[src/rtl/gsram_sweep_sched_pkg.sv]
// Shared constants for the gSRAM sweep scheduler: FSM state codes, requester
// indices and default array geometry.
package gsram_sweep_sched_pkg;

   localparam int ROWS_DEF = 10;
   localparam int COLS_DEF = 10;
   localparam int AW_DEF   = 4;

   localparam logic [2:0] ST_IDLE  = 3'd0;
   localparam logic [2:0] ST_WR    = 3'd1;
   localparam logic [2:0] ST_RD    = 3'd2;
   localparam logic [2:0] ST_DRAIN = 3'd3;
   localparam logic [2:0] ST_DONE  = 3'd4;

   localparam logic [1:0] REQ_M2  = 2'd0;
   localparam logic [1:0] REQ_LUT = 2'd1;
   localparam logic [1:0] REQ_RD  = 2'd2;

   function automatic logic [1:0] onehot_to_idx(input logic [2:0] oh);
      logic [1:0] idx;
      case (oh)
         3'b010:  idx = REQ_LUT;
         3'b100:  idx = REQ_RD;
         default: idx = REQ_M2;
      endcase
      return idx;
   endfunction

endpackage

[src/rtl/gsram_sweep_sched_rr_arb3.sv]
// Three-way round-robin arbiter; priority starts just after the last served
// requester, which is recorded only on the advance strobe.
module gsram_sweep_sched_rr_arb3
   import gsram_sweep_sched_pkg::*;
(
   input  logic       i_clk,
   input  logic       i_rst,
   input  logic [2:0] i_req,
   input  logic       i_advance,
   input  logic [1:0] i_served,
   output logic [2:0] o_gnt
);

   logic [1:0] r_last;
   logic [2:0] w_gnt;

   // Rotating-priority pick of one requester
   always_comb begin
      w_gnt = 3'b000;
      case (r_last)
         REQ_M2: begin
            if      (i_req[1]) w_gnt = 3'b010;
            else if (i_req[2]) w_gnt = 3'b100;
            else if (i_req[0]) w_gnt = 3'b001;
            else               w_gnt = 3'b000;
         end
         REQ_LUT: begin
            if      (i_req[2]) w_gnt = 3'b100;
            else if (i_req[0]) w_gnt = 3'b001;
            else if (i_req[1]) w_gnt = 3'b010;
            else               w_gnt = 3'b000;
         end
         default: begin
            if      (i_req[0]) w_gnt = 3'b001;
            else if (i_req[1]) w_gnt = 3'b010;
            else if (i_req[2]) w_gnt = 3'b100;
            else               w_gnt = 3'b000;
         end
      endcase
   end

   // Last-served pointer; reset value makes M2 the highest priority
   always_ff @(posedge i_clk) begin
      if (i_rst) begin
         r_last <= REQ_RD;
      end else if (i_advance) begin
         r_last <= i_served;
      end else begin
         r_last <= r_last;
      end
   end

   assign o_gnt = w_gnt;

endmodule

[src/rtl/gsram_sweep_sched.sv]
// gSRAM sweep scheduler: grants one of M2 writer, LUT writer or read-out a full
// row-major sweep of the array and drives we/row/col/inmuxsel plus read tags.
module gsram_sweep_sched
   import gsram_sweep_sched_pkg::*;
#(
   parameter int ROWS = ROWS_DEF,
   parameter int COLS = COLS_DEF,
   parameter int AW   = AW_DEF
)(
   input  logic          i_clk,
   input  logic          i_rst,
   input  logic [2:0]    i_req,
   output logic [2:0]    o_gnt,
   output logic          o_sweep_done,
   input  logic [1:0]    i_src_valid,
   output logic [1:0]    o_src_ready,
   output logic          o_we,
   output logic [AW-1:0] o_row,
   output logic [AW-1:0] o_col,
   output logic          o_inmuxsel,
   output logic          o_rd_valid,
   output logic [AW-1:0] o_rd_row,
   output logic [AW-1:0] o_rd_col
);

   localparam logic [AW-1:0] LAST_ROW = AW'(ROWS - 1);
   localparam logic [AW-1:0] LAST_COL = AW'(COLS - 1);
   localparam logic [AW-1:0] ZERO     = {AW{1'b0}};
   localparam logic [AW-1:0] ONE      = AW'(1'b1);

   logic [2:0]    r_state;
   logic [2:0]    r_gnt;
   logic [AW-1:0] r_row;
   logic [AW-1:0] r_col;
   logic          r_inmux;
   logic          r_done;
   logic          r_rd_valid;
   logic [AW-1:0] r_rd_row;
   logic [AW-1:0] r_rd_col;

   logic [2:0]    w_arb_gnt;
   logic          w_sel_valid;
   logic          w_last;
   logic [AW-1:0] w_row_nxt;
   logic [AW-1:0] w_col_nxt;

   gsram_sweep_sched_rr_arb3 u_arb (
      .i_clk     (i_clk),
      .i_rst     (i_rst),
      .i_req     (i_req),
      .i_advance (r_state == ST_DONE),
      .i_served  (onehot_to_idx(r_gnt)),
      .o_gnt     (w_arb_gnt)
   );

   // Row-major address advance and end-of-sweep detect
   always_comb begin
      w_sel_valid = r_inmux ? i_src_valid[1] : i_src_valid[0];
      w_last      = (r_row == LAST_ROW) && (r_col == LAST_COL);
      if (r_col == LAST_COL) begin
         w_col_nxt = ZERO;
         w_row_nxt = r_row + ONE;
      end else begin
         w_col_nxt = r_col + ONE;
         w_row_nxt = r_row;
      end
   end

   assign o_we        = (r_state == ST_WR) & w_sel_valid;
   assign o_src_ready = (r_state == ST_WR) ? (r_inmux ? 2'b10 : 2'b01) : 2'b00;

   // Sweep FSM; read tags trail the issued address by one edge to match gSRAM rdata
   always_ff @(posedge i_clk) begin
      if (i_rst) begin
         r_state    <= ST_IDLE;
         r_gnt      <= 3'b000;
         r_row      <= ZERO;
         r_col      <= ZERO;
         r_inmux    <= 1'b0;
         r_done     <= 1'b0;
         r_rd_valid <= 1'b0;
         r_rd_row   <= ZERO;
         r_rd_col   <= ZERO;
      end else begin
         r_rd_valid <= (r_state == ST_RD);
         if (r_state == ST_RD) begin
            r_rd_row <= r_row;
            r_rd_col <= r_col;
         end
         r_done <= 1'b0;
         case (r_state)
            ST_IDLE: begin
               if (i_req != 3'b000) begin
                  r_gnt   <= w_arb_gnt;
                  r_row   <= ZERO;
                  r_col   <= ZERO;
                  r_inmux <= w_arb_gnt[REQ_LUT];
                  r_state <= w_arb_gnt[REQ_RD] ? ST_RD : ST_WR;
               end
            end
            ST_WR: begin
               if (o_we) begin
                  if (w_last) begin
                     r_state <= ST_DONE;
                     r_done  <= 1'b1;
                  end else begin
                     r_row <= w_row_nxt;
                     r_col <= w_col_nxt;
                  end
               end
            end
            ST_RD: begin
               if (w_last) begin
                  r_state <= ST_DRAIN;
               end else begin
                  r_row <= w_row_nxt;
                  r_col <= w_col_nxt;
               end
            end
            ST_DRAIN: begin
               r_state <= ST_DONE;
               r_done  <= 1'b1;
            end
            ST_DONE: begin
               r_state <= ST_IDLE;
               r_gnt   <= 3'b000;
               r_row   <= ZERO;
               r_col   <= ZERO;
            end
            default: begin
               r_state <= ST_IDLE;
               r_gnt   <= 3'b000;
            end
         endcase
      end
   end

   assign o_gnt        = r_gnt;
   assign o_sweep_done = r_done;
   assign o_row        = r_row;
   assign o_col        = r_col;
   assign o_inmuxsel   = r_inmux;
   assign o_rd_valid   = r_rd_valid;
   assign o_rd_row     = r_rd_row;
   assign o_rd_col     = r_rd_col;

endmodule
[config.mk]
export PLATFORM = sky130hd
export DESIGN_NAME = gsram_sweep_sched
export DESIGN_NICKNAME = d
export VERILOG_FILES = /design/src/rtl/gsram_sweep_sched_pkg.sv /design/src/rtl/gsram_sweep_sched_rr_arb3.sv /design/src/rtl/gsram_sweep_sched.sv
export SDC_FILE = /design/constraint.sdc
export NUM_CORES = 1
export LEC_CHECK = 0
export CAP_MARGIN = 40
export CORE_MARGIN = 8
export CORE_UTILIZATION = 48
export CTS_CLUSTER_DIAMETER = 150
export DETAILED_ROUTE_END_ITERATION = 10
export PLACE_DENSITY_LB_ADDON = 0.2
export SLEW_MARGIN = 20
export SYNTH_ARGS = -nofsm -noshare
export SYNTH_HDL_FRONTEND = slang
export SYNTH_SLANG_ARGS = --single-unit
[constraint.sdc]
create_clock -name i_clk -period 2.2 [get_ports i_clk]
set_input_delay 0.22 -clock i_clk [delete_from_list [all_inputs] [get_ports i_clk]]
set_output_delay 0.22 -clock i_clk [all_outputs]
set_load 0.01 [all_outputs]
== After elaboration in Yosys (flattened, before gate mapping) ==
Cells that the tools add are included.
Storage, ports and cells
  register bits: 27
  bits in latches: 0
  RAM bits: 0
  ROM bits: 0
  input port bits: 7
  word-level logic and storage cells: 71
  memories kept: 0
Cells by class
  $add $sub $neg: 2
  $mul: 0
  divide/modulo/power cells: 0
  order comparisons: 0
  eq/ne operators: 13
  shift operators: 0
  multiplexer cells: 34
  bitwise gates (word level): 2
  reduce and logical (&&, ||, !) cells: 10
Operators by type and width (number)
  3-bit 2-to-1 mux: 12
  4-bit one-hot mux with 4 select lines: 2
  4-bit 2-to-1 mux: 7
  3-bit one-hot mux with 2 select lines: 2
  3-bit one-hot mux with 4 select lines: 1
  3-bit by 2-bit equality test with 1-bit output, second input constant: 3
  4-bit by 1-bit adder with 4-bit output, second input constant: 2
  4-bit equality test, second input constant: 2
  2-bit 2-to-1 mux: 4
  2-bit != test, second input constant: 4
  3-bit equality test, second input constant: 2
  1-bit 2-to-1 mux: 4
  2-bit one-hot mux with 2 select lines: 1
  2-bit AND reduction: 2
  4-bit AND reduction: 1
  4-bit nonzero test: 1
  3-bit by 1-bit equality test with 1-bit output, second input constant: 1
  3-bit zero test: 1
  3-bit AND reduction: 1
  3-bit nonzero test: 1
  3-bit OR reduction: 1
  2-bit by 1-bit equality test with 1-bit output, second input constant: 1
  2-bit zero test: 1
  1-bit one-hot mux with 2 select lines: 1
  other kinds (3): 3

== Depth between registers and ports, before layout ==
Gate-level depths: netlist (run 1).
  depth after elaboration: 7
  gate-level depth with buffers: 7

== Cells and area by module ==
Synthesis (run 1) repeated with hierarchy kept, for this count alone.
Unflattened totals
  cells, all modules: 168
  area, all modules: 1353.8 um2
Modules (own cells, without submodules)
  gsram_sweep_sched: instances 1, cells each 152, area each 1224.9 um2
  gsram_sweep_sched_rr_arb3: instances 1, cells each 16, area each 128.9 um2

== Worst setup path after synthesis (run 1) ==
No wires, ideal clock.
  path type: register -> register
  start point: reg r_col[0], in the netlist o_col[0]
  end point: reg r_col[2], in the netlist o_col[2]
  setup time: 132 ps
  arrival time: 1652 ps
  slack: 416 ps
  cell stages (with the launch flop): 7
  path buffers: 0
  clock period less this slack: 1784 ps
  cells stage by stage: dfxtp_1 ha_1 and3b_1 nand4_2 a32oi_4 nand2b_1 o32ai_2
Between the ends
  cells in the longest elaborated chain, start to end: 5
RTL lines
  start, declared: line gsram_sweep_sched.sv:34  | logic [AW-1:0] r_col;
  start signal, assigned: line gsram_sweep_sched.sv:108  | r_col <= w_col_nxt;
  start signal, assigned: line gsram_sweep_sched.sv:117  | r_col <= w_col_nxt;
  4-bit by 1-bit adder with 4-bit output / 4-bit equality test (equally long branches): line gsram_sweep_sched.sv:64, gsram_sweep_sched.sv:59, gsram_sweep_sched.sv:60
  4-bit 2-to-1 mux / 1-bit logical AND (equally long branches): line gsram_sweep_sched.sv:60, gsram_sweep_sched.sv:59
  4-bit 2-to-1 mux *: line gsram_sweep_sched.sv:103, gsram_sweep_sched.sv:113
  4-bit 2-to-1 mux: line gsram_sweep_sched.sv:102  | if (o_we) begin
  4-bit one-hot mux with 4 select lines *: line gsram_sweep_sched.sv:91  | case (r_state)
Mark *: on every way between the ends. The rest lies on a longest branch, timed or not. The select of a mux whose other input is x is not followed.
A chain may end at the register's enable or synchronous reset.

== Worst setup path in the final report (run 1) ==
  start point: reg r_state[0]
  end point: out o_src_ready[1]
Between the ends
  cells in the longest elaborated chain, start to end: 2
RTL lines
  start, declared: line gsram_sweep_sched.sv:31  | logic [2:0] r_state;
  start signal, assigned: line gsram_sweep_sched.sv:98  | r_state <= w_arb_gnt[REQ_RD] ? ST_RD : ST_WR;
  3-bit by 1-bit equality test with 1-bit output: line gsram_sweep_sched.sv:70  | assign o_src_ready = (r_state == ST_WR) ? (r_inmux ? 2'b10 : 2'b01) : 2'b00;
  2-bit 2-to-1 mux: line gsram_sweep_sched.sv:70
  end, declared: line gsram_sweep_sched.sv:16  | output logic [1:0] o_src_ready,
Every way passes these cells.

==> summary.md, run 1 <==
| Metric | Value |
|---|---|
| Status | `complete, no violations` |
| Syn Area/Cell | `8.79 sq um` |
| Buf/Inv on CP | `1` |
| Largest stage delay, worst path | `0.62 ns` |
| Final ANT Viol Nets | `0` |
| Synthesized net count | `163` |
| Input/output buffers | `31` |
| Layout cells sized above 1 | `0.103` |
| Fin crit share | `0.936` |
| CTS tree | `done` |
| Post-synthesis sequential area ratio | `0.404` |
| Slowest cell on crit path | `dfxtp_1` |
| Depth of the CTS H-tree | `1` |
| DR vias | `around 1200` |
| Gpl congestion | `0.805` |
| VDD IR max | `between 0.4 and 0.5 mV` |
| Num CTS Buffers | `3` |
| Final setup fails | `0` |
| Core ar. | `2710 sq um` |
| Die height | `68.8 um` |
| Antenna violations before repair | `0` |
| # Post-CTS Setup Buffers | `0` |
| Area after DPL | `1680 sq um` |
| Core Rows | `19` |
| Hold buffer count at CTS | `0` |
| Startpoint types | `flip-flop` |
| Max clock buf depth | `2` |
| I/O pins | `32` |
| GRT Util Overall | `0.141` |
| Antenna cell count | `0` |
| Post_cts resized | `0` |
| Synth top area share | `0.404` |
| Synthesis-to-layout area growth | `28.3%` |
| Drt drc | `0` |
| Initial DRC count | `61` |
| Hold WS | `roughly 0.46 ns` |
| Yosys reg bits | `27` |
| Synthesized cell area | `1340 sq um` |
| Worst-path maximum fanout | `11` |
| Detailed placement HPWL | `2480 um` |
| Power per cell area | `between 500 and 600 nW/um^2` |
| Routed WL | `3200 um` |
| Cell chain of the critical path | `nand2b_4 > nor3b_1 > clkdlybuf4s50_1` |
| Total grt overflow | `0` |
| Unrepaired setup endpoints after global routing | `false` |
| Post-Synthesis Cells | `152` |
| Critical path class | `reg2out` |
| Most area-consuming cells after synthesis | `dfxtp_1 40%, a21oi_1 6.7%, nand2_1 5.9%, ha_1 3.7%, o32ai_2 3.7%` |
| Worst Path Arrival | `1.84 ns` |
| CTS root buffer | `clkbuf_4` |
| Drt pass-1 iters | `4` |
| Hold Crit Class | `reg2reg` |
| FMAX | `486 MHz` |
| Fin. max-slew vios | `0` |
| Final hold vios | `0` |
| Async S/R FF share, synth | `0` |
| Clock skew after layout | `0.00118 ns` |
| Worst-path clk slew | `0.15 ns` |
| Power after layout | `1000 uW` |
| Top Family by Delay on Critical Path | `flip-flops` |
| Lkg Pwr | `0.000605 uW` |
| Clk sinks | `27` |
| Net count, final | `197` |
| Fin util | `0.633` |
| Final Cell Area | `~1700 sq um` |
| Rel. slew slack | `0.582` |
| Vias in the first global route | `1163` |
| WP data required | `slightly below 2 ns` |
| Yosys top cell by area | `dfxtp_1` |
| Clock Latency Late Sink | `0.33 ns` |
| Post-synth EDFFs | `0` |
| Wire length per cell | `14.8 um` |
| Worst Tran Pin Value | `~0.62 ns` |
| Most used DFF post-synth | `dfxtp_1` |
| Tmin final | `2.06 ns` |
| Maxcap violations | `0` |
| Die Wd | `68.8 um` |
| Vias/cell | `5.69` |
| Die area | `4730 sq um` |
| Setup TNS | `0 ns` |
| CP endpoint kind | `primary output` |
| Yosys warns | `0` |
| Starting Density | `0.493` |
| Largest net degree at the start of global routing | `19` |
| First-pass GRT wire length | `5170 um` |
| Synth cell types | `43` |
[power breakdown]
| group | total (uW) | switching (uW) | internal (uW) |
|---|---|---|---|
| combinational | 242 | 128 | 114 |
| clock | 225 | 155 | 69.8 |
| sequential | 537 | 31.6 | 506 |
| total | 1000 | 315 | 690 |
[path summary, 6_finish.rpt]
path	start	to	slack, ns	depth (start not counted)
worst max-delay path	r_state[0]$_SDFFE_PP0P_	o_src_ready[1]	0.14	3
worst min-delay path	o_rd_row[3]$_SDFFE_PP0P_	o_rd_row[3]$_SDFFE_PP0P_	0.46	2
worst max register to register	o_col[0]$_SDFFE_PP0P_	o_col[2]$_SDFFE_PP0P_	0.20	6
worst min register to register	o_rd_row[3]$_SDFFE_PP0P_	o_rd_row[3]$_SDFFE_PP0P_	0.46	2
[layout make-up]
type | instances | area (sq um)
inverter | 10 | 37.5
tap | 31 | 38.8
sequential | 27 | 541
clock inverter | 1 | 7.51
fill | 246 | 996
clock buffer | 3 | 22.5
timing repair buffer | 35 | 340
multi-input combinational | 109 | 727
[cells by family (layout without fill, tap and decap cells)]
logic type / after synthesis / in the layout / synth area share
buf+inv: 16 / 49 / 0.0515
flops: 27 / 27 / 0.404
simple gates: 61 / 61 / 0.258
fa+ha+maj: 4 / 4 / 0.0375
mux: 2 / 2 / 0.0150
compound gates: 42 / 42 / 0.234
[per-layer routing]
metal	global-route usage	wire length [um]	part of all wire
met2	0.256	1710	0.53
met5	0	0	0
met1	0.158	1280	0.40
met3	0.0291	159	0.050
met4	0.0501	48	0.015
[Yosys cell counts (all sizes together), types with 3 or more instances]
| library cell | instances |
|---|---|
| nor2 | 8 |
| ha | 4 |
| nand2b | 5 |
| o31ai | 3 |
| nand2 | 21 |
| inv | 10 |
| nor3 | 4 |
| a21oi | 19 |
| o21ai | 6 |
| or3 | 3 |
| clkbuf | 4 |
| nand4 | 3 |
| o32ai | 3 |
| dfxtp | 27 |
| nand3 | 4 |
| or4 | 3 |
[placed cells by master (no fill, tap or decap), drive strengths merged, types with 2 or more instances in the layout]
master / count
ha: 4
inv: 10
nand2: 21
nor3: 4
clkbuf: 3
clkdlybuf4s50: 31
nand2b: 5
buf: 4
nor2: 8
dfxtp: 27
o31ai: 3
a32oi: 2
o32ai: 3
nand3: 4
o21ai: 6
o211a: 2
o22ai: 2
nand4: 3
nor4b: 2
a21oi: 19
or3: 3
or4: 3
mux2i: 2
[per-stage QoR]
stage | worst slack (ns) | cells
floorplan | 0.416 | 152
global placement | 0.186 | 212
detailed placement | 0.142 | 212
CTS | 0.137 | 216
global route | 0.00413 | 216
finish | 0.141 | 216
[registers in the layout, indices dropped and copies added (netlist names)]
name	flops
o_col	4
o_gnt	3
o_inmuxsel	1
o_rd_col	4
o_rd_row	4
o_rd_valid	1
o_row	4
o_sweep_done	1
r_state	3
u_arb.r_last	2
[worst reg2reg max path, stage by stage, from the launching register on]
cell and delay, ns:
dfxtp_1 0.48, ha_1 0.18, and3b_1 0.26, nand4_2 0.23, a32oi_4 0.40, nand2b_1 0.23
o32ai_2 0.10
Power figures use the tool's default switching activity.
==> run 2, diff against run 1 <==
MAX_ROUTING_LAYER = met4   (was unset)
==> run 2 against run 1 <==
Net effect: highest routed layer unchanged; die area unchanged; cell area unchanged; utilization unchanged.
==> summary.md, run 2 (same netlist as run 1, synthesis figures left out) <==
| Metric | Value |
|---|---|
| Num CTS Buffers | `3 (unchanged)` |
| Maxcap violations | `0 (unchanged)` |
| Fin crit share | `0.933 (was 0.936)` |
| Vias/cell | `5.71 (was 5.69)` |
| First-pass GRT wire length | `5170 um (unchanged)` |
| Final Cell Area | `1710 sq um (unchanged)` |
| Core ar. | `2710 sq um (unchanged)` |
| Hold Crit Class | `reg2reg (unchanged)` |
| Total grt overflow | `0 (unchanged)` |
| Fin. max-slew vios | `0 (unchanged)` |
| Drt pass-1 iters | `4 (unchanged)` |
| CP endpoint kind | `primary output (unchanged)` |
| Post_cts resized | `0 (unchanged)` |
| Drt drc | `0 (unchanged)` |
| VDD IR max | `0.454 mV (was 0.455 mV)` |
| Worst-path maximum fanout | `11 (unchanged)` |
| Tmin final | `2.05 ns (was 2.06 ns)` |
| Clock Latency Late Sink | `0.33 ns (about the same)` |
| Area after DPL | `1680 sq um (unchanged)` |
| Status | `complete, no violations (unchanged)` |
| GRT Util Overall | `0.145 (was 0.141)` |
| Max clock buf depth | `2 (unchanged)` |
| Input/output buffers | `31 (unchanged)` |
| Rel. slew slack | `0.577 (was 0.582)` |
| Layout cells sized above 1 | `0.103 (unchanged)` |
| Depth of the CTS H-tree | `1 (unchanged)` |
| I/O pins | `32 (unchanged)` |
| Worst Tran Pin Value | `0.632 ns (was 0.625 ns)` |
| Die height | `68.8 um (unchanged)` |
| Final ANT Viol Nets | `0 (unchanged)` |
| Antenna cell count | `0 (unchanged)` |
| WHS Path Cells | `2 (unchanged)` |
| Antenna violations before repair | `0 (unchanged)` |
| Die area | `4730 sq um (unchanged)` |
| FMAX | `487 MHz (was 486 MHz)` |
| Slowest cell on crit path | `dfxtp_1 (unchanged)` |
| Power per cell area | `586 nW/um^2 (about the same)` |
| Routed WL | `3180 um (was 3200 um)` |
| Final hold vios | `0 (unchanged)` |
| Area occupied by multi-input gates | `727 sq um (unchanged)` |
| Worst-path clk slew | `0.15 ns (about the same)` |
| Cell chain of the critical path | `nand2b_4 > nor3b_1 > clkdlybuf4s50_1 (unchanged)` |
| Startpoint types | `flip-flop (unchanged)` |
| Largest net degree at the start of global routing | `19 (unchanged)` |
| Clk sinks | `27 (unchanged)` |
| Initial DRC count | `95 (was 61)` |
| # Post-CTS Setup Buffers | `0 (unchanged)` |
| Hold buffer count at CTS | `0 (unchanged)` |
| Clock skew after layout | `0.00139 ns (was 0.00118 ns)` |
| Gpl congestion | `0.817 (was 0.805)` |
| Core Rows | `19 (unchanged)` |
| Final setup fails | `0 (unchanged)` |
| Worst r2r path cells | `6 (unchanged)` |
| DR vias | `1234 (was 1230)` |
| Largest stage delay, worst path | `0.61 ns (was 0.62 ns)` |
| Commonest non-fill, non-tap cell in the layout | `clkdlybuf4s50_1 (unchanged)` |
| Worst Path Arrival | `1.83 ns (was 1.84 ns)` |
| Setup TNS | `0 ns (unchanged)` |
| Commonest non-fill, non-tap cells in the layout | `31 x clkdlybuf4s50_1, 27 x dfxtp_1, 21 x nand2_1, 18 x a21oi_1, 10 x inv_1 (unchanged)` |
| Unrepaired setup endpoints after global routing | `false (unchanged)` |
| Lkg Pwr | `0.000605 uW (unchanged)` |
| Net count, final | `197 (unchanged)` |
| Critical path class | `reg2out (unchanged)` |
| CTS root buffer | `clkbuf_4 (unchanged)` |
| Detailed placement HPWL | `2480 um (unchanged)` |
| WP data required | `1.98 ns (about the same)` |
| Wire length per cell | `14.7 um (was 14.8 um)` |
| Starting Density | `0.493 (unchanged)` |
| Synthesis-to-layout area growth | `28.3% (unchanged)` |
| Die Wd | `68.8 um (unchanged)` |
| CTS tree | `done (unchanged)` |
| Register area | `541 sq um (unchanged)` |
| Fill cells | `246 (unchanged)` |
| Vias in the first global route | `1163 (unchanged)` |
[run 2: cell counts in the layout (fill, tap and decap cells not counted)]
No cell type changed its count.
[run 2: layout make-up]
type,count,area share
repair buffers,35,0.199
multi-input cells,109,0.424
flip-flops and latches,27,0.315
well taps,31,0.0226
clock inverters,1,0.00438
inverters,10,0.0219
clock buffers,3,0.0131
[run 2: through the flow]
step                power [uW]  setup WS [ns]  instances  utilization  hold slack [ns]
floorplan                  706          0.416        152            -            0.378
global placement           784          0.186        212        0.621            0.441
detailed placement         789          0.142        212        0.621            0.445
CTS                       1010          0.137        216        0.633            0.465
global route              1060        0.00413        216        0.633            0.481
finish                    1000          0.147        216        0.633            0.462
[run 2: power breakdown]
group	total [uW]	switching (uW)	leakage [uW]	internal, uW
clock network	225	155	0.0000139	69.8
logic	242	128	0.000373	114
registers	538	31.7	0.000219	506
[run 2: path summary, 6_finish.rpt]
kind	from	end	slack [ns]
worst max-delay path	r_state[0]$_SDFFE_PP0P_	o_src_ready[1]	0.15
worst min-delay path	o_rd_row[3]$_SDFFE_PP0P_	o_rd_row[3]$_SDFFE_PP0P_	0.46
worst max register to register	o_col[0]$_SDFFE_PP0P_	o_col[2]$_SDFFE_PP0P_	0.18
worst min register to register	o_rd_row[3]$_SDFFE_PP0P_	o_rd_row[3]$_SDFFE_PP0P_	0.46
[run 2: routing by layer]
| metal | GRT usage | vias to the layer above | share of wire |
|---|---|---|---|
| met5 | - | - | 0 |
| met2 | 0.256 | 26 | 0.53 |
| met3 | 0.0258 | 5 | 0.043 |
| met4 | 0.0501 | 0 | 0.015 |
| met1 | 0.160 | 592 | 0.41 |
| li1 | - | 611 | - |
[run 2: critical path: cells and delay by family, from the launching register on]
kind                   cells  cell delay, ns
DFF                        1            0.61
and+or+nand+nor            2            0.32
buffers and inverters      1            0.56
==> RTL edit 1 (config.mk and constraints of run 1) <==
`AW_DEF`: 4 -> 6.
--- a/src/rtl/gsram_sweep_sched_pkg.sv
+++ b/src/rtl/gsram_sweep_sched_pkg.sv
@@ -4,7 +4,7 @@
 
    localparam int ROWS_DEF = 10;
    localparam int COLS_DEF = 10;
-   localparam int AW_DEF   = 4;
+   localparam int AW_DEF   = 6;
 
    localparam logic [2:0] ST_IDLE  = 3'd0;
    localparam logic [2:0] ST_WR    = 3'd1;
Interface: changed (resized o_col, o_rd_col, o_rd_row and o_row); port bits go from 32 to 40. No check against the original RTL was run, so the function may have changed too.
==> RTL edit 1 against run 1 <==
  * Sequential cell count rose by 8
  * Worst setup slack got worse by 0.012 ns
  * Routed wire length rose by 33%
  * Clock skew rose by 0.010 ns
  * Critical path type unchanged
  * Synthesized cell count rose by 34%
  * Final area rose by 29%
  * Worst hold slack got worse by 0.00058 ns
  * Total power rose by 110%
  * Area after synthesis rose by 26%
  * Critical endpoint unchanged
==> RTL edit 1: results (changes against run 1) <==
* Number of nets produced by synthesis at 214 (+31%)
* Number of buffers created by CTS at 5 (+2)
* Register-to-register setup slack at 0.29 ns (+0.09 ns)
* Met1 Use GR at 0.204 (+0.0456)
* Clock-pin slew on the worst setup and hold paths at 0.11 ns (-0.04 ns)
* Highest ir drop seen on vdd at 0.000438 V (-3.7%)
* Vias in the first global route at 1,486 (+28%)
* Worst r2r src: r_state[0]$_SDFFE_PP0P_
* Share of the synthesized area in the top cell type at 0.418 (+0.0131)
* Status: finished, final reports clean
* CP peak stage delay at 0.54 ns (-0.08 ns)
* Dominant cells by area after synthesis: sky130_fd_sc_hd__dfxtp_1 (42%), sky130_fd_sc_hd__nand2_1 (7.8%), sky130_fd_sc_hd__a21oi_1 (6.6%), sky130_fd_sc_hd__ha_1 (3.0%), sky130_fd_sc_hd__o21ai_0 (3.0%)
* Final worst path period share at 0.941 (+0.00525)
* Met3 Track Usage GR at 0.0493 (+0.0202)
* Final WL at 4.25 mm (+33%)
* Share of cells above drive strength 1 at 0.0976 (-0.00514)
* Proportion of synthesized chip area in sequential cells at 0.418 (+0.0131)
* Sequential share of power at 0.371 (-0.164)
* Mean number of vias per cell at 5.48 (-3.8%)
* Wire length of the first global-routing pass at 7.00 mm (+35%)
* Final Skew at 0.0112 ns (+0.0100 ns)
* Total number of nets in the final design at 256 (+30%)
* IO buf count at 39 (+26%)
* Top cells by instance count after synthesis: sky130_fd_sc_hd__dfxtp_1 (35), sky130_fd_sc_hd__nand2_1 (35), sky130_fd_sc_hd__a21oi_1 (22)
* P_sw at 0.000774 W (+150%)
* H-Tree Level Count at 2 (+1)
* Adder-Cell Fraction of Synth Area at 0.0298 (-0.00762)
* Number of different library cells in the post-synthesis netlist at 47 (+9.3%)
* Total cell area at the placement stage at 2120 um2 (+26%)
* Cells after DPL at 284 (+34%)
* Leakage power at 0.784 nW (+30%)
* XOR/XNOR Fraction of Synth Area at 0.00522 (+0.00522)
* Share of power burned in the clock network at 0.234 (+0.010)
* DR iter-0 viols at 114 (+87%)
* M2 GR Usage at 0.249 (-0.00696)
* Share of cell area taken by muxes after synthesis at 0.0119 (-0.00305)
* Slew @ Worst Pin at 0.511 ns (-0.113 ns)
## RTL edit 1: cell count changes after synthesis, sizes merged, moves of 4 or more
cell,before,now
nand2,21,35
dfxtp,27,35
nor2,8,15
clkbuf,4,8
inv,10,6
nand2b,5,1
nor3,4,8
o21ai,6,10
## RTL edit 1: routing by layer
layer / wire [um] / vias up
met1: 1880 / 741
met3: 254 / 5
met5: 0 / -
met4: 49 / 0
li1: - / 811
met2: 2060 / 43
## RTL edit 1: area by class of cell
class	instances	area (um2)	share of cell area
multi-input combinational	150	886	0.402
sequential	35	701	0.318
timing repair buffer	47	450	0.204
tap	46	57.6	0.0261
clock buffer	6	51.3	0.0233
clock inverter	2	35.0	0.0159
inverter	6	22.5	0.0102
## RTL edit 1: worst register-to-register path, delay by kind of cell, from the launching register on
kind,cells,cell delay [ns]
flops,1,0.54
simple gates,2,0.63
xor+xnor,1,0.20
compound gates,2,0.45
## RTL edit 1: how the worst min path moves through the flow
stage	startpoint	end	slack (ns)	cells past startpoint
3_5_place_dp	o_rd_col[2]$_SDFFE_PP0N_	o_rd_col[2]$_SDFFE_PP0N_	0.45	2
3_3_place_gp	o_rd_col[2]$_SDFFE_PP0N_	o_rd_col[2]$_SDFFE_PP0N_	0.44	2
5_1_grt	o_rd_row[4]$_SDFFE_PP0N_	o_rd_row[4]$_SDFFE_PP0N_	0.48	2
4_1_cts	o_rd_col[2]$_SDFFE_PP0N_	o_rd_col[2]$_SDFFE_PP0N_	0.46	2
2_1_floorplan	i_req[0]	o_gnt[0]$_SDFFE_PP0P_	0.38	2
6_report	o_rd_col[3]$_SDFFE_PP0N_	o_rd_col[3]$_SDFFE_PP0N_	0.46	2
==> RTL edit 2 (settings of run 1) <==
Without the edit above. Reset style: asynchronous (`i_rst`), changed in 2 clocked blocks.
--- a/src/rtl/gsram_sweep_sched_rr_arb3.sv
+++ b/src/rtl/gsram_sweep_sched_rr_arb3.sv
@@ -40,7 +40,7 @@
    end
 
    // Last-served pointer; reset value makes M2 the highest priority
-   always_ff @(posedge i_clk) begin
+   always_ff @(posedge i_clk or posedge i_rst) begin
       if (i_rst) begin
          r_last <= REQ_RD;
       end else if (i_advance) begin
--- a/src/rtl/gsram_sweep_sched.sv
+++ b/src/rtl/gsram_sweep_sched.sv
@@ -70,7 +70,7 @@
    assign o_src_ready = (r_state == ST_WR) ? (r_inmux ? 2'b10 : 2'b01) : 2'b00;
 
    // Sweep FSM; read tags trail the issued address by one edge to match gSRAM rdata
-   always_ff @(posedge i_clk) begin
+   always_ff @(posedge i_clk or posedge i_rst) begin
       if (i_rst) begin
          r_state    <= ST_IDLE;
          r_gnt      <= 3'b000;
Check against the original RTL: differs if i_rst is asserted again (counterexample within 4 cycles, from zero or initial values and one cycle with i_rst high); with i_rst held inactive, the same outputs for 10 cycles.
==> RTL edit 2 against run 1 <==
  * Routed wire length is 1.3% lower
  * Area after synthesis is 1.3% higher
  * Critical endpoint is now o_we
  * Cell count is 7.4% lower
  * Register-to-register slack better by 0.19 ns
  * Worst setup slack worse by 0.055 ns
  * Sequential cell count stayed put
  * Critical path type unchanged
  * Maximum frequency is 2.6% lower
  * Final area is 3.4% higher
Power is not compared: it rests on default switching activity, and its combinational part moved more than twofold at a synthesized area within 25%.
==> RTL edit 2: results (changes against run 1) <==
* Adder-Cell Fraction of Synth Area at 0.0370 (-0.000485)
* Met3 Track Usage GR at 0.0515 (+0.0224)
* Mean instance size in the synthesized netlist at 10.4 um2 (+18%)
* Diodes inserted at 0 (unchanged)
* Met1 Use GR at 0.160 (+0.00154)
* Async S/R FF share, synth at 1.00 (+1.00)
* IO buf count at 31 (unchanged)
* Leakage power at 0.795 nW
* Number of different library cells in the post-synthesis netlist at 43 (unchanged)
* Top fanout value on the critical path at 2 (-9)
* Vias in the first global route at 1,176 (+1.1%)
* GRT Resource Usage Total at 0.134 (-0.00667)
* Data arrival time of the worst path at 1.89 ns (+0.05 ns)
* Post-DR wirelength/cell at 15.8 um (+6.5%)
* Wire length of the first global-routing pass at 5.38 mm (+4.0%)
* Cells after DPL at 194 (-8.5%)
* Root cell of the clock tree: sky130_fd_sc_hd__clkbuf_4
* Post-detailed-route DRC marker count at 0 (unchanged)
* Initial antenna violation count at 0 (unchanged)
* Flip-flop cell with the highest count after synthesis: sky130_fd_sc_hd__dfrtp_1
* Clock network latency to the later pin of the worst-skew pair at 0.33 ns (about the same)
* Share of cell area taken by muxes after synthesis at 0.0823 (+0.0673)
* Critical Path Slowest Stage Cell: sky130_fd_sc_hd__clkdlybuf4s50_1
* Final HPWL DP at 2.33 mm (-5.9%)
* Highest ir drop seen on vdd at 0.000814 V
* Share of cells above drive strength 1 at 0.166 (+0.0630)
* Count of warnings emitted by yosys at 0 (unchanged)
* CP peak stage delay at 0.55 ns (-0.07 ns)
* M2 GR Usage at 0.208 (-0.0475)
* Number of vias after detailed routing at 1,147 (-6.7%)
* Fin cells at 200 (-7.4%)
* Dominant cells by area after synthesis: sky130_fd_sc_hd__dfrtp_1 (48%), sky130_fd_sc_hd__mux2_2 (7.5%), sky130_fd_sc_hd__nand2_1 (4.2%), sky130_fd_sc_hd__ha_1 (3.7%), sky130_fd_sc_hd__nor2_1 (2.8%)
* Top cells by instance count after synthesis: sky130_fd_sc_hd__dfrtp_1 (26), sky130_fd_sc_hd__nand2_1 (15), sky130_fd_sc_hd__nor2_1 (10)
* Number of buffers created by CTS at 3 (unchanged)
* Largest net degree at the start of global routing at 28 (+9)
* Slew @ Worst Pin at 0.486 ns (-0.139 ns)
* Total cell area at the placement stage at 1730 um2 (+2.5%)
* Clock-pin slew on the worst setup and hold paths at 0.14 ns
* DR iter-0 viols at 55 (-9.8%)
* Final Skew at 0.00510 ns (+0.00392 ns)
* Status: finished, final reports clean
* Compound-gate portion of the synthesized area at 0.144 (-0.0899)
* Routability congestion estimate at 0.856 (+6.3%)
* Total number of nets in the final design at 181 (-8.1%)
* Number of optimization iterations in the first detailed-route pass at 4 (unchanged)
* Proportion of synthesized chip area in sequential cells at 0.500 (+0.0955)
* Critical path's top delay family: simple AND/OR/NAND/NOR gates
* Number of nets produced by synthesis at 141 (-13%)
* Clock tree buffer depth at 2 (unchanged)
* Hold/Removal Path Class: input port to asynchronous set/reset pin
* Detail Route Antenna Nets at 0 (unchanged)
* H-Tree Level Count at 1 (unchanged)
* XOR/XNOR Fraction of Synth Area at 0.00647 (+0.00647)
RTL edit 2: cell types whose count changed after synthesis, sizes merged, moves of 3 or more:
cell / delta
dfxtp: -27
mux2: +9
nand2b: -3
nand4: -3
a21oi: -13
inv: -4
dfrtp: +26
nand2: -6
RTL edit 2: final cells by class:
class,count,area (um2)
repair buffers,38,365
clock buffers,4,26.3
inverters,6,22.5
multi-input cells,94,641
well taps,31,38.8
fillers,244,937
flip-flops and latches,27,679
RTL edit 2: kinds of logic (layout without fill, tap and decap cells):
group,count (synthesis),count (layout)
simple gates,50,50
compound gates,29,29
flops,27,27
mux,10,10
buf+inv,9,48
fa+ha+maj,4,4
xor+xnor,1,1
RTL edit 2: timing repair:
item	in CTS	in global routing
endpoints found under the setup margin	2	2
hold buffers	0	0
buffers inserted	1	1
resized for setup	1	2
RTL edit 2: per-layer routing:
| metal | vias to the layer above | wire length (um) |
|---|---|---|
| met3 | 7 | 277 |
| met2 | 42 | 1510 |
| met1 | 551 | 1310 |
| met5 | - | 0 |
| li1 | 547 | - |
| met4 | 0 | 62 |
RTL edit 2: path summary, 6_finish.rpt:
path / depth (start not counted) / slack, ns / end / from
worst max-delay path: 3 / 0.09 / o_we / r_state[1]$_DFFE_PP0P_
worst min-delay path: 3 / 0.25 / o_gnt[1]$_DFFE_PP0P_ / i_rst
worst max register to register: 5 / 0.39 / o_row[3]$_DFFE_PP0P_ / o_row[0]$_DFFE_PP0P_
worst min register to register: 2 / 0.51 / u_arb.r_last[1]$_DFFE_PP1P_ / u_arb.r_last[1]$_DFFE_PP1P_
max in group asynchronous: 3 / 1.66 / u_arb.r_last[1]$_DFFE_PP1P_ / i_rst
min in group i_clk: 2 / 0.51 / u_arb.r_last[1]$_DFFE_PP1P_ / u_arb.r_last[1]$_DFFE_PP1P_
RTL edit 2: stage by stage:
stage                util  hold slack, ns  setup WS, ns
finish              0.654           0.245        0.0854
global route        0.654           0.277       0.00743
CTS                 0.650           0.257       0.00454
detailed placement  0.637           0.494         0.198
global placement    0.637           0.484         0.255
floorplan               -           0.272         0.573
RTL edit 2: worst register-to-register path, cell delays in order, from the launching register on:
cell and delay, ns:
sky130_fd_sc_hd__dfrtp_1 0.48, sky130_fd_sc_hd__ha_1 0.23, sky130_fd_sc_hd__nand3b_1 0.21, sky130_fd_sc_hd__nand2_1 0.16
sky130_fd_sc_hd__or4_1 0.49, sky130_fd_sc_hd__a21oi_1 0.17
RTL edit 2: power breakdown:
part | internal [W] | leakage, nW | total (W) | switching, W
logic | 0.000535 | 0.423 | 0.00106 | 0.000526
registers | 0.000642 | 0.357 | 0.000769 | 0.000127
clock network | 0.0000712 | 0.0150 | 0.000216 | 0.000145
total | 0.00125 | 0.795 | 0.00205 | 0.000798
